==> config.mk <==
export PLATFORM = sky130hd
export DESIGN_NAME = multicycle_ctrl
export DESIGN_NICKNAME = d
export VERILOG_FILES = /design/src/rtl/multicycle_ctrl_pkg.sv /design/src/rtl/multicycle_ctrl_alu_decoder.sv /design/src/rtl/multicycle_ctrl.sv
export SDC_FILE = /design/constraint.sdc
export NUM_CORES = 1
export LEC_CHECK = 0
export BUFFER_PORTS_ARGS = -buffer_cell sky130_fd_sc_hd__buf_4
export CAP_MARGIN = 20
export CORE_MARGIN = 5
export CORE_UTILIZATION = 42
export DETAILED_ROUTE_END_ITERATION = 12
export GPL_ROUTABILITY_DRIVEN = 0
export PLACE_DENSITY = 0.75
export SYNTH_ARGS = -nofsm -noshare
export SYNTH_HDL_FRONTEND = slang
export SYNTH_HIERARCHICAL = 1
export SYNTH_SLANG_ARGS = --single-unit
==> constraint.sdc <==
create_clock -name clk -period 2.2 [get_ports clk]
set_clock_uncertainty 0.05 [all_clocks]
set_input_delay 0.22 -clock clk [delete_from_list [all_inputs] [get_ports clk]]
set_output_delay 0.22 -clock clk [all_outputs]
set_load 0.02 [all_outputs]
==> src/rtl/multicycle_ctrl_pkg.sv <==
// Shared encodings for the multicycle MIPS-subset control unit:
// FSM states, opcode/funct values, ALU control and aluop codes.
package multicycle_ctrl_pkg;

    typedef enum logic [3:0] {
        S_FETCH  = 4'd0,
        S_DECODE = 4'd1,
        S_MEMADR = 4'd2,
        S_MEMRD  = 4'd3,
        S_MEMWB  = 4'd4,
        S_MEMWR  = 4'd5,
        S_EXEC   = 4'd6,
        S_ALUWB  = 4'd7,
        S_BRANCH = 4'd8,
        S_ADDIEX = 4'd9,
        S_ADDIWB = 4'd10,
        S_JUMP   = 4'd11
    } state_t;

    localparam logic [5:0] OP_RTYPE = 6'b000000;
    localparam logic [5:0] OP_LW    = 6'b100011;
    localparam logic [5:0] OP_SW    = 6'b101011;
    localparam logic [5:0] OP_BEQ   = 6'b000100;
    localparam logic [5:0] OP_ADDI  = 6'b001000;
    localparam logic [5:0] OP_J     = 6'b000010;

    localparam logic [5:0] F_ADD = 6'b100000;
    localparam logic [5:0] F_SUB = 6'b100010;
    localparam logic [5:0] F_AND = 6'b100100;
    localparam logic [5:0] F_OR  = 6'b100101;
    localparam logic [5:0] F_SLT = 6'b101010;

    localparam logic [2:0] ALU_AND = 3'b000;
    localparam logic [2:0] ALU_OR  = 3'b001;
    localparam logic [2:0] ALU_ADD = 3'b010;
    localparam logic [2:0] ALU_SUB = 3'b110;
    localparam logic [2:0] ALU_SLT = 3'b111;

    localparam logic [1:0] ALUOP_ADD   = 2'b00;
    localparam logic [1:0] ALUOP_SUB   = 2'b01;
    localparam logic [1:0] ALUOP_FUNCT = 2'b10;

    function automatic logic funct_ok(input logic [5:0] f);
        logic ok;
        case (f)
            F_ADD, F_SUB, F_AND,
            F_OR, F_SLT: ok = 1'b1;
            default:     ok = 1'b0;
        endcase
        return ok;
    endfunction

endpackage

==> src/rtl/multicycle_ctrl_alu_decoder.sv <==
// Combinational ALU decoder: aluop and R-type funct to the
// 3-bit ALU control code.
module alu_decoder
    import multicycle_ctrl_pkg::*;
(
    input  logic [1:0] aluop,
    input  logic [5:0] funct,
    output logic [2:0] alu_ctrl
);

    always_comb begin
        alu_ctrl = ALU_ADD;
        case (aluop)
            ALUOP_SUB: alu_ctrl = ALU_SUB;
            ALUOP_FUNCT: begin
                case (funct)
                    F_SUB:   alu_ctrl = ALU_SUB;
                    F_AND:   alu_ctrl = ALU_AND;
                    F_OR:    alu_ctrl = ALU_OR;
                    F_SLT:   alu_ctrl = ALU_SLT;
                    default: alu_ctrl = ALU_ADD;
                endcase
            end
            default: alu_ctrl = ALU_ADD;
        endcase
    end

endmodule

==> src/rtl/multicycle_ctrl.sv <==
// Moore control FSM for the multicycle MIPS-subset datapath;
// drives enables, mux selects and the ALU decoder.
module multicycle_ctrl
    import multicycle_ctrl_pkg::*;
(
    input  logic       clk,
    input  logic       rst_n,
    input  logic [5:0] op,
    input  logic [5:0] funct,
    input  logic       zero,
    output logic [2:0] alu_ctrl,
    output logic       alu_src_a,
    output logic [1:0] alu_src_b,
    output logic [1:0] pc_src,
    output logic       pc_en,
    output logic       iord,
    output logic       ir_write,
    output logic       mem_write,
    output logic       reg_write,
    output logic       reg_dst,
    output logic       mem_to_reg,
    output logic       illegal_op,
    output logic [3:0] state
);

    state_t     state_q;
    state_t     state_d;
    logic [1:0] aluop;
    logic       pc_write;
    logic       branch;

    always_ff @(posedge clk or negedge rst_n) begin
        if (!rst_n) state_q <= S_FETCH;
        else        state_q <= state_d;
    end

    always_comb begin
        state_d    = S_FETCH;
        aluop      = ALUOP_ADD;
        alu_src_a  = 1'b0;
        alu_src_b  = 2'b00;
        pc_src     = 2'b00;
        pc_write   = 1'b0;
        branch     = 1'b0;
        iord       = 1'b0;
        ir_write   = 1'b0;
        mem_write  = 1'b0;
        reg_write  = 1'b0;
        reg_dst    = 1'b0;
        mem_to_reg = 1'b0;
        illegal_op = 1'b0;
        case (state_q)
            S_FETCH: begin
                ir_write  = 1'b1;
                pc_write  = 1'b1;
                alu_src_b = 2'b01;
                state_d   = S_DECODE;
            end
            S_DECODE: begin
                alu_src_b = 2'b11;
                case (op)
                    OP_LW, OP_SW: state_d = S_MEMADR;
                    OP_BEQ:       state_d = S_BRANCH;
                    OP_ADDI:      state_d = S_ADDIEX;
                    OP_J:         state_d = S_JUMP;
                    OP_RTYPE: begin
                        if (funct_ok(funct)) state_d = S_EXEC;
                        else illegal_op = 1'b1;
                    end
                    default: illegal_op = 1'b1;
                endcase
            end
            S_MEMADR: begin
                alu_src_a = 1'b1;
                alu_src_b = 2'b10;
                // anything but lw/sw here means op moved; abandon safely
                if (op == OP_LW)      state_d = S_MEMRD;
                else if (op == OP_SW) state_d = S_MEMWR;
            end
            S_MEMRD: begin
                iord    = 1'b1;
                state_d = S_MEMWB;
            end
            S_MEMWB: begin
                reg_write  = 1'b1;
                mem_to_reg = 1'b1;
            end
            S_MEMWR: begin
                iord      = 1'b1;
                mem_write = 1'b1;
            end
            S_EXEC: begin
                alu_src_a = 1'b1;
                aluop     = ALUOP_FUNCT;
                state_d   = S_ALUWB;
            end
            S_ALUWB: begin
                reg_write = 1'b1;
                reg_dst   = 1'b1;
            end
            S_BRANCH: begin
                alu_src_a = 1'b1;
                aluop     = ALUOP_SUB;
                branch    = 1'b1;
                pc_src    = 2'b01;
            end
            S_ADDIEX: begin
                alu_src_a = 1'b1;
                alu_src_b = 2'b10;
                state_d   = S_ADDIWB;
            end
            S_ADDIWB: reg_write = 1'b1;
            S_JUMP: begin
                pc_write = 1'b1;
                pc_src   = 2'b10;
            end
            default: state_d = S_FETCH;
        endcase
    end

    alu_decoder u_alu_dec (
        .aluop    (aluop),
        .funct    (funct),
        .alu_ctrl (alu_ctrl)
    );

    assign pc_en = pc_write | (branch & zero);
    assign state = state_q;

endmodule

* Yosys cells after proc, flatten, opt, wreduce, memory -nomap -nowiden
Index checks and enable logic that the tools add are counted.
** Word-level totals
- Register bits :: 4
- Input port bits :: 15
- Logic and storage cells :: 61
** Cells by class
- Eq/ne operators :: 23
- Mux-type cells :: 25
- Bitwise gates (word level) :: 2
- Reduce and logical (&&, ||, !) cells :: 10
** Operator list (count)
- 6-bit equality test, second input constant :: 7
- 4-bit case mux with 6 select lines :: 1
- 4-bit case mux with 5 select lines :: 1
- 4-bit by 3-bit equality test with 1-bit output, second input constant :: 4
- 4-bit equality test, second input constant :: 4
- 1-bit 2-to-1 mux :: 14
- 3-bit case mux with 4 select lines :: 1
- 5-bit OR reduction :: 2
- 3-bit 2-to-1 mux :: 3
- 4-bit by 2-bit equality test with 1-bit output, second input constant :: 2
- 2-bit case mux with 2 select lines :: 2
- 2-bit OR reduction :: 4
- 6-bit by 2-bit equality test with 1-bit output, second input constant :: 1
- 6-bit by 3-bit equality test with 1-bit output, second input constant :: 1
- 6-bit by 4-bit equality test with 1-bit output, second input constant :: 1
- 6-bit zero test :: 1
- 2-bit case mux with 3 select lines :: 1
- 3-bit case mux with 2 select lines :: 1
- 4-bit by 1-bit equality test with 1-bit output, second input constant :: 1
- 4-bit zero test :: 1
- 4-bit OR reduction :: 1
- 3-bit OR reduction :: 1
- 2-bit by 1-bit equality test with 1-bit output, second input constant :: 1
- 2-bit equality test, second input constant :: 1
- 3 further kinds :: 3

* Longest topological paths before layout
Gate-level depths: netlist of run 1.
- Depth after elaboration :: 8
- Gate-level depth with buffers :: 8
- Depth with buffers taken out :: 7

* Modules after synthesis
Netlist of run 1, hierarchy kept.
** Modules (own cells, without submodules)
- multicycle_ctrl :: instances 1, cells an instance 67, area each 493.0 um^2
- alu_decoder :: instances 1, cells an instance 15, area each 118.9 um^2

* Least setup slack after synthesis of run 1
OpenSTA, ideal clock, no wires.
- Kind :: register -> output
- Start :: reg state_q[2] (netlist: state[2])
- End :: out alu_ctrl[2]
- Arrival :: 2.018 ns
- Data required time :: 1.930 ns
- Slack :: -0.088 ns
- Stages on the path, launching flop included :: 9
- Buffers on the path :: 1
- Cell sequence :: dfrtp_1 -> buf_2 -> inv_1 -> nand2_1 -> nor3_1 -> inv_1 -> ha_1 -> nand4bb_1 -> o22ai_1
** Between the ends
- Word-level cells in the longest chain between the ends :: 4
** RTL lines
- from (decl) :: line multicycle_ctrl.sv:26 : state_t state_q;
- from (signal assigned) :: line multicycle_ctrl.sv:34 : else state_q <= state_d;
- 4-bit equality test or 4-bit by 3-bit equality test with 1-bit output (tied branches) :: line multicycle_ctrl.sv:52 : case (state_q)
- 2-bit case mux with 2 select lines * :: line multicycle_ctrl.sv:52
- named net aluop[0] :: line multicycle_ctrl.sv:28 : logic [1:0] aluop;
- 2-bit equality test or 2-bit by 1-bit equality test with 1-bit output (tied branches) :: line multicycle_ctrl_alu_decoder.sv:13 : case (aluop)
- 3-bit case mux with 2 select lines * :: line multicycle_ctrl_alu_decoder.sv:13
- to (decl) :: line multicycle_ctrl.sv:11 : output logic [2:0] alu_ctrl,
Mark *: on every way through the listed nets, which the timed path passes. The rest lies on a longest branch.

* Worst setup path after layout of run 1
- Start :: reg state_q[2] (netlist: state[2])
- End :: out alu_ctrl[2]
** Between the ends
- Word-level cells in the longest chain between the ends :: 4
** RTL lines (line)
- 4-bit equality test or 4-bit by 3-bit equality test with 1-bit output (tied branches) :: multicycle_ctrl.sv:52
- 2-bit case mux with 2 select lines * :: multicycle_ctrl.sv:52
- 2-bit equality test or 2-bit by 1-bit equality test with 1-bit output (tied branches) :: multicycle_ctrl_alu_decoder.sv:13
- 3-bit case mux with 2 select lines * :: multicycle_ctrl_alu_decoder.sv:13
Every way passes the cells marked *; elsewhere a longest branch is shown, timed or not.

==> results of run 1 <==
[Yosys cell counts]
cell type	instances	share of area [%]
nor3b_2	1	2.0
nor4_1	2	2.0
a21o_1	1	1.2
mux2_2	1	1.8
a221oi_2	1	2.5
nand2_1	6	3.7
nand4bb_1	2	3.7
buf_4	1	1.2
inv_1	5	3.1
or4_1	1	1.2
nor3_1	5	4.1
dfrtp_1	4	16
or3_4	1	1.8
clkbuf_1	2	1.2
and3_1	1	1.0
nand2b_1	5	5.1
nor4_2	1	2.0
buf_2	2	1.6
o211ai_1	1	1.2
a41oi_1	1	1.4
o22ai_1	2	2.0
a21oi_1	5	4.1
nand4bb_2	1	2.7
xor2_1	3	4.3
nand3b_1	1	1.2
nand3_2	1	1.6
o21ai_0	5	4.1
nor2_1	7	4.3
or3b_1	2	2.9
a31oi_1	2	2.0
o221ai_1	1	1.4
a21boi_1	1	1.2
nand3_1	2	1.6
nor4b_1	2	2.9
nor2b_1	1	1.0
ha_1	2	4.1
[through the flow]
stage	hold WS, ps	setup WS [ps]	util, %	setup TNS, ps
6_report	273	78.5	76.2	0
5_1_grt	274	-19.7	76.2	-21.7
4_1_cts	268	11.5	71.2	0
3_5_place_dp	-33.8	131	67.4	0
3_3_place_gp	-33.5	271	67.4	0
2_1_floorplan	-126	-88.0	-	-164
[power groups by stage]
| stage | Clock [mW] | Sequential [mW] | Combinational [mW] |
|---|---|---|---|
| floorplan | 0 | 0.123 | 0.265 |
| global placement | 0 | 0.106 | 0.483 |
| detailed placement | 0 | 0.105 | 0.490 |
| CTS | 0.0942 | 0.107 | 0.497 |
| global route | 0.102 | 0.114 | 0.554 |
| finish | 0.0895 | 0.112 | 0.514 |
[timing repair]
action                     4_1_cts  5_1_grt
hold endpoints to repair         4        0
hold buffers                     1        0
setup endpoints to repair        2        2
gates resized for setup          5        9
pin swaps                        2        1
setup buffers                    1        1
[worst min-delay path, cell delays in order]
cell and delay (ps):
buf_4 110, nor4_1 50, nand2_1 70, a221oi_2 60
[cell families after synthesis]
| kind of cell | share of synthesized area [%] |
|---|---|
| DFF | 16.4 |
| buffers and inverters | 7.16 |
| muxes | 1.84 |
| xor gates and xnor gates | 4.30 |
| AOI/OAI and AO/OA | 21.3 |
| adders and majority gates | 4.09 |
| and+or+nand+nor | 45.0 |
[path summary, 6_finish.rpt]
| kind | startpoint | endpoint | slack (ps) | depth (start not counted) |
|---|---|---|---|---|
| worst max-delay path | state[2]$_DFF_PN0_ | alu_ctrl[2] | 80 | 8 |
| worst min-delay path | op[4] | state[0]$_DFF_PN0_ | 270 | 4 |
| worst max register to register | state[0]$_DFF_PN0_ | state[1]$_DFF_PN0_ | 640 | 5 |
| worst min register to register | state[1]$_DFF_PN0_ | state[0]$_DFF_PN0_ | 530 | 1 |
| max in group asynchronous | rst_n | state[1]$_DFF_PN0_ | 1710 | 2 |
| min in group asynchronous | rst_n | state[1]$_DFF_PN0_ | 280 | 2 |
[area by class of cell]
cell class | count | area, sq um
flip-flops and latches | 4 | 101
clock buffers | 3 | 22.5
well taps | 15 | 18.8
fillers | 107 | 318
repair buffers | 42 | 322
multi-input cells | 68 | 533
inverters | 5 | 18.8
[layer usage]
metal / track usage (%) / up-vias
met1: 23.4 / 381
li1: - / 388
met3: 4.43 / 2
met4: 6.45 / 0
met2: 31.0 / 22
met5: 0 / -
==> summary.md, run 1 <==
| Metric | Value |
|---|---|
| GRT Residual Overflow | 0 |
| Synth Register Bits | 4 |
| Internal | 0.377 mW |
| Post-synthesis sequential area ratio | 16.4% |
| Final Hold Vio Count | 0 |
| Initial core utilization | 45.9% |
| Status | finished, final reports clean |
| DR WL met2 | 996 um |
| Critical path endpoint category | output port |
| Min cycle time layout | 2120 ps |
| Critical-path cell list | inv_2 -> nand2_2 -> nor3_4 -> inv_1 -> ha_4 -> nand4bb_4 -> o22ai_2 -> buf_6 |
| Logic pwr share | 71.8% |
| CTS tree | built |
| Cell Count, Final, Fillers Out | 137 |
| Area Growth Syn to Fin | 66.1% |
| Final instance area | 0.00102 sq mm |
| Maximum clock path buffer count | 2 |
| Clk_lat worst skew | 240 ps |
| Largest net degree at the start of global routing | 13 |
| Die width | 48.2 um |
| Mapped Area | 612 sq um |
| # DRC | 0 |
| First-pass GRT wire length | 3070 um |
| Total CTS buffers | 3 |
| Max Used Layer | met4 |
| Critical path fanouts, max | 4 |
| Power per cell area | 704 mW/mm^2 |
| Placed cell areas | 898 sq um |
| P_sw | 0.338 mW |
| H-Tree Depth | 1 |
| Fin crit share | 96.4% |
| Clock root buffer | clkbuf_4 |
| FMAX | 471 MHz |
| Largest register FFs | 4 |
| MaxCap Viol Count | 0 |
| Type of origin of the critical path | flop |
| Crit-path slowest cell | dfrtp_1 |
| Syn nets | 99 |
| ANT nets after route | 0 |
| Cells after DPL | 131 |
| Req. time, crit path | 1930 ps |
| Total Nets Final | 141 |
| Routed len/inst | 14.6 um |
| Total Routing Usage GR | 18.7% |
| Port bufs | 34 |
| Final Max Slew Viols | 0 |
| Clock transition at path regs | 40 ps |
| Critical Path AT | 1850 ps |
| Vias in the first global route | 723 |
| RSZ-0062 raised after global routing | yes |
| Hold Path Class | primary input to flop |
| DR vias/cell | 5.79 |
| Crit Path Class | flop to output port |
| Die height | 48.2 um |
| Most common cell after layout, fill and taps aside | buf_4 |
| Die ar. | 0.00232 sq mm |
| Final Setup Violations | 0 |
| Total power | 0.715 mW |
| Met3 WL post-DR | 114 um |
| Row count | 13 |
| VDD IR max | 0.450 mV |
| DR pass1 iterations | 4 |
| Drt first-iter violations | 5 |
| M1 WL | 867 um |
| Power share of the sequential group | 15.6% |
| Ys Warns | 6 |
| Max_slew headroom | 74.7% |
| Worst slew pin tran | 375 ps |
| HPWL Detailed | 1500 um |
| Initial antenna violation count | 0 |
| I/O Pins | 35 |
| Leak | 0.436 nW |
| Clk sinks | 4 |
| Clock share of power | 12.5% |
| Switching Share | 47.3% |
| Final WL | 2000 um |
| Mean Syn Cell Area | 7.46 sq um |
| Top Family by Delay on Critical Path | simple AND/OR/NAND/NOR gates |
| Most frequent cells in the layout | 40 x buf_4, 6 x nor2_1, 5 x o21ai_0, 5 x nand2_1 |
| Vias | 793 |
| Placeable Area | 0.00133 sq mm |
| Share of layout cells above drive strength 1 | 50.8% |
| Synth unique cells | 36 |
| Diodes inserted | 0 |
| Crit-path max cell delay | 380 ps |
| Crit path buffers/inverters | 3 |
| Mapped Cells | 82 |
Note: power is estimated with default switching activity, not from simulation.
==> run 2: changes to the inputs <==
Settings changed: PLACE_DENSITY 0.75 to 0.76.
==> run 2 against run 1 <==
Net effect: design area is 3.1% lower; clock-buffer cell count unchanged; wire length down 7.5%; non-clock buffer count is the same; die area is the same; final cell count unchanged; critical path depth is the same; flip-flop and latch count did not move; sequential share of layout area increased by 0.32 points.
==> summary.md, run 2 (synthesis gave the netlist of run 1 again) <==
| Metric | Value |
|---|---|
| Min cycle time layout | 2090 ps (-36.2 ps) |
| Critical path endpoint category | output port |
| R2R setup slack | 690 ps (+50 ps) |
| Initial core utilization | 45.9% (unchanged) |
| Req. time, crit path | 1930 ps (about the same) |
| Clock transition at path regs | 40 ps (about the same) |
| Port bufs | 34 (unchanged) |
| Initial antenna violation count | 0 (unchanged) |
| Final WL | 1850 um (-7.5%) |
| Crit Path Class | flop to output port |
| DR WL met2 | 977 um (-1.9%) |
| Cell Count, Final, Fillers Out | 137 (unchanged) |
| Status | finished, final reports clean |
| Cells after DPL | 132 (+0.76%) |
| HPWL Detailed | 1490 um (-0.73%) |
| Power per cell area | 723 mW/mm^2 (+2.8%) |
| FMAX | 480 MHz (+1.7%) |
| Critical path fanouts, max | 4 (unchanged) |
| Total Nets Final | 141 (unchanged) |
| Share of layout cells above drive strength 1 | 48.4% (-2.5 points) |
| Clk sinks | 4 (unchanged) |
| Fin crit share | 94.8% (-1.6 points) |
| ANT nets after route | 0 (unchanged) |
| H-Tree Depth | 1 (unchanged) |
| Diodes inserted | 0 (unchanged) |
| I/O Pins | 35 (unchanged) |
| GRT Residual Overflow | 0 (unchanged) |
| Clock root buffer | clkbuf_4 |
| Met3 WL post-DR | 141 um (+24%) |
| Maximum clock path buffer count | 2 (unchanged) |
| Routed len/inst | 13.5 um (-7.5%) |
| Drt first-iter violations | 11 (+6) |
| # fillers | 108 (+0.93%) |
| First-pass GRT wire length | 2680 um (-13%) |
| Most common cell after layout, fill and taps aside | buf_4 |
| Worst slew pin tran | 355 ps (-19.8 ps) |
| DR vias/cell | 5.72 (-1.3%) |
| CTS tree | built |
| Largest register FFs | 4 (unchanged) |
| Setup ws final | 115 ps (+36.2 ps) |
| Largest net degree at the start of global routing | 11 (-2) |
| Final Hold Vio Count | 0 (unchanged) |
| Die ar. | 0.00232 sq mm (unchanged) |
| Die width | 48.2 um (unchanged) |
| Row count | 13 (unchanged) |
| Setup_tns | 0 ps (unchanged) |
| Vias | 783 (-1.3%) |
| Place WS | 163 ps (+32.7 ps) |
| Type of origin of the critical path | flop |
| RSZ-0062 raised after global routing | no |
| Vias in the first global route | 684 (-5.4%) |
| Placeable Area | 0.00133 sq mm (unchanged) |
| Worst r2r path cells | 5 (unchanged) |
| Final Max Slew Viols | 0 (unchanged) |
| Leak | 0.430 nW (-1.4%) |
| Reg-to-reg startpoint | state[2]$_DFF_PN0_ |
| Hold Path Class | primary input to async pin |
| Max_slew headroom | 76.0% (+1.3 points) |
| MaxCap Viol Count | 0 (unchanged) |
| Final Setup Violations | 0 (unchanged) |
| VDD IR max | 0.664 mV (+48%) |
| M1 WL | 728 um (-16%) |
| Max Used Layer | met3 |
| Clk_lat worst skew | 230 ps (about the same) |
| R2r endpoint | state[2]$_DFF_PN0_ |
| DR pass1 iterations | 4 (unchanged) |
| Critical Path AT | 1820 ps (-30 ps) |
| # DRC | 0 (unchanged) |
| Total CTS buffers | 3 (unchanged) |
| Area Growth Syn to Fin | 60.9% |
| Util after Layout | 73.8% (-2.3 points) |
| Total Routing Usage GR | 16.2% (-2.5 points) |
| Die height | 48.2 um (unchanged) |
| Most frequent cells in the layout | 41 x buf_4, 6 x nor2_1, 5 x a21oi_1, 5 x o21ai_0, 5 x nand2_1 |
run 2: through the flow:
step	hold WS, ps	instance area (sq um)	power (mW)
detailed placement	-30.4	906	0.607
finish	271	985	0.712
global placement	-31.6	906	0.601
floorplan	-126	612	0.388
global route	268	985	0.769
CTS	266	950	0.706
run 2: what timing repair did:
| item | CTS | global route |
|---|---|---|
| gates resized for setup | 4 | 5 |
| setup buffers | 0 | 1 |
| hold buffers | 1 | 0 |
| endpoints found under the hold margin | 4 | 0 |
| pin swaps | 1 | 3 |
| endpoints found under the setup margin | 2 | 2 |
run 2: worst max path at each step:
stage | depth (start not counted) | slack [ps] | startpoint | end
finish | 8 | 110 | state[2]$_DFF_PN0_ | alu_ctrl[2]
global route | 8 | 5 | state[2]$_DFF_PN0_ | alu_ctrl[2]
CTS | 8 | 6 | state[2]$_DFF_PN0_ | alu_ctrl[2]
detailed placement | 8 | 160 | state[2]$_DFF_PN0_ | alu_ctrl[2]
global placement | 8 | 260 | state[2]$_DFF_PN0_ | alu_ctrl[2]
floorplan | 8 | -90 | state[2]$_DFF_PN0_ | alu_ctrl[2]
run 2: power by group:
| group | total (mW) | internal, mW | switching, mW | leakage [nW] |
|---|---|---|---|---|
| clock | 0.0880 | 0.0608 | 0.0272 | 0.0138 |
| sequential | 0.111 | 0.0902 | 0.0206 | 0.0516 |
| combinational | 0.513 | 0.234 | 0.279 | 0.365 |
| total | 0.712 | 0.385 | 0.327 | 0.430 |
run 2: routing by layer:
layer	up-vias	GRT usage (%)
met3	0	4.80
met4	0	1.61
li1	388	-
met1	366	19.1
met2	29	29.4
met5	-	0
run 2: area by class of cell:
cell class / count / area (sq um) / area share, %
inverter: 5 / 18.8 / 1.91
tap: 15 / 18.8 / 1.91
sequential: 4 / 101 / 10.3
multi-input combinational: 68 / 505 / 51.3
timing repair buffer: 42 / 318 / 32.3
clock buffer: 3 / 22.5 / 2.29
run 2: worst max-delay path, stage by stage, from the launching register on:
cell,delay [ps]
dfrtp_1,390
inv_2,80
nand2_2,80
nor3_2,150
inv_1,100
ha_4,250
nand4bb_1,220
o22ai_1,150
buf_4,170
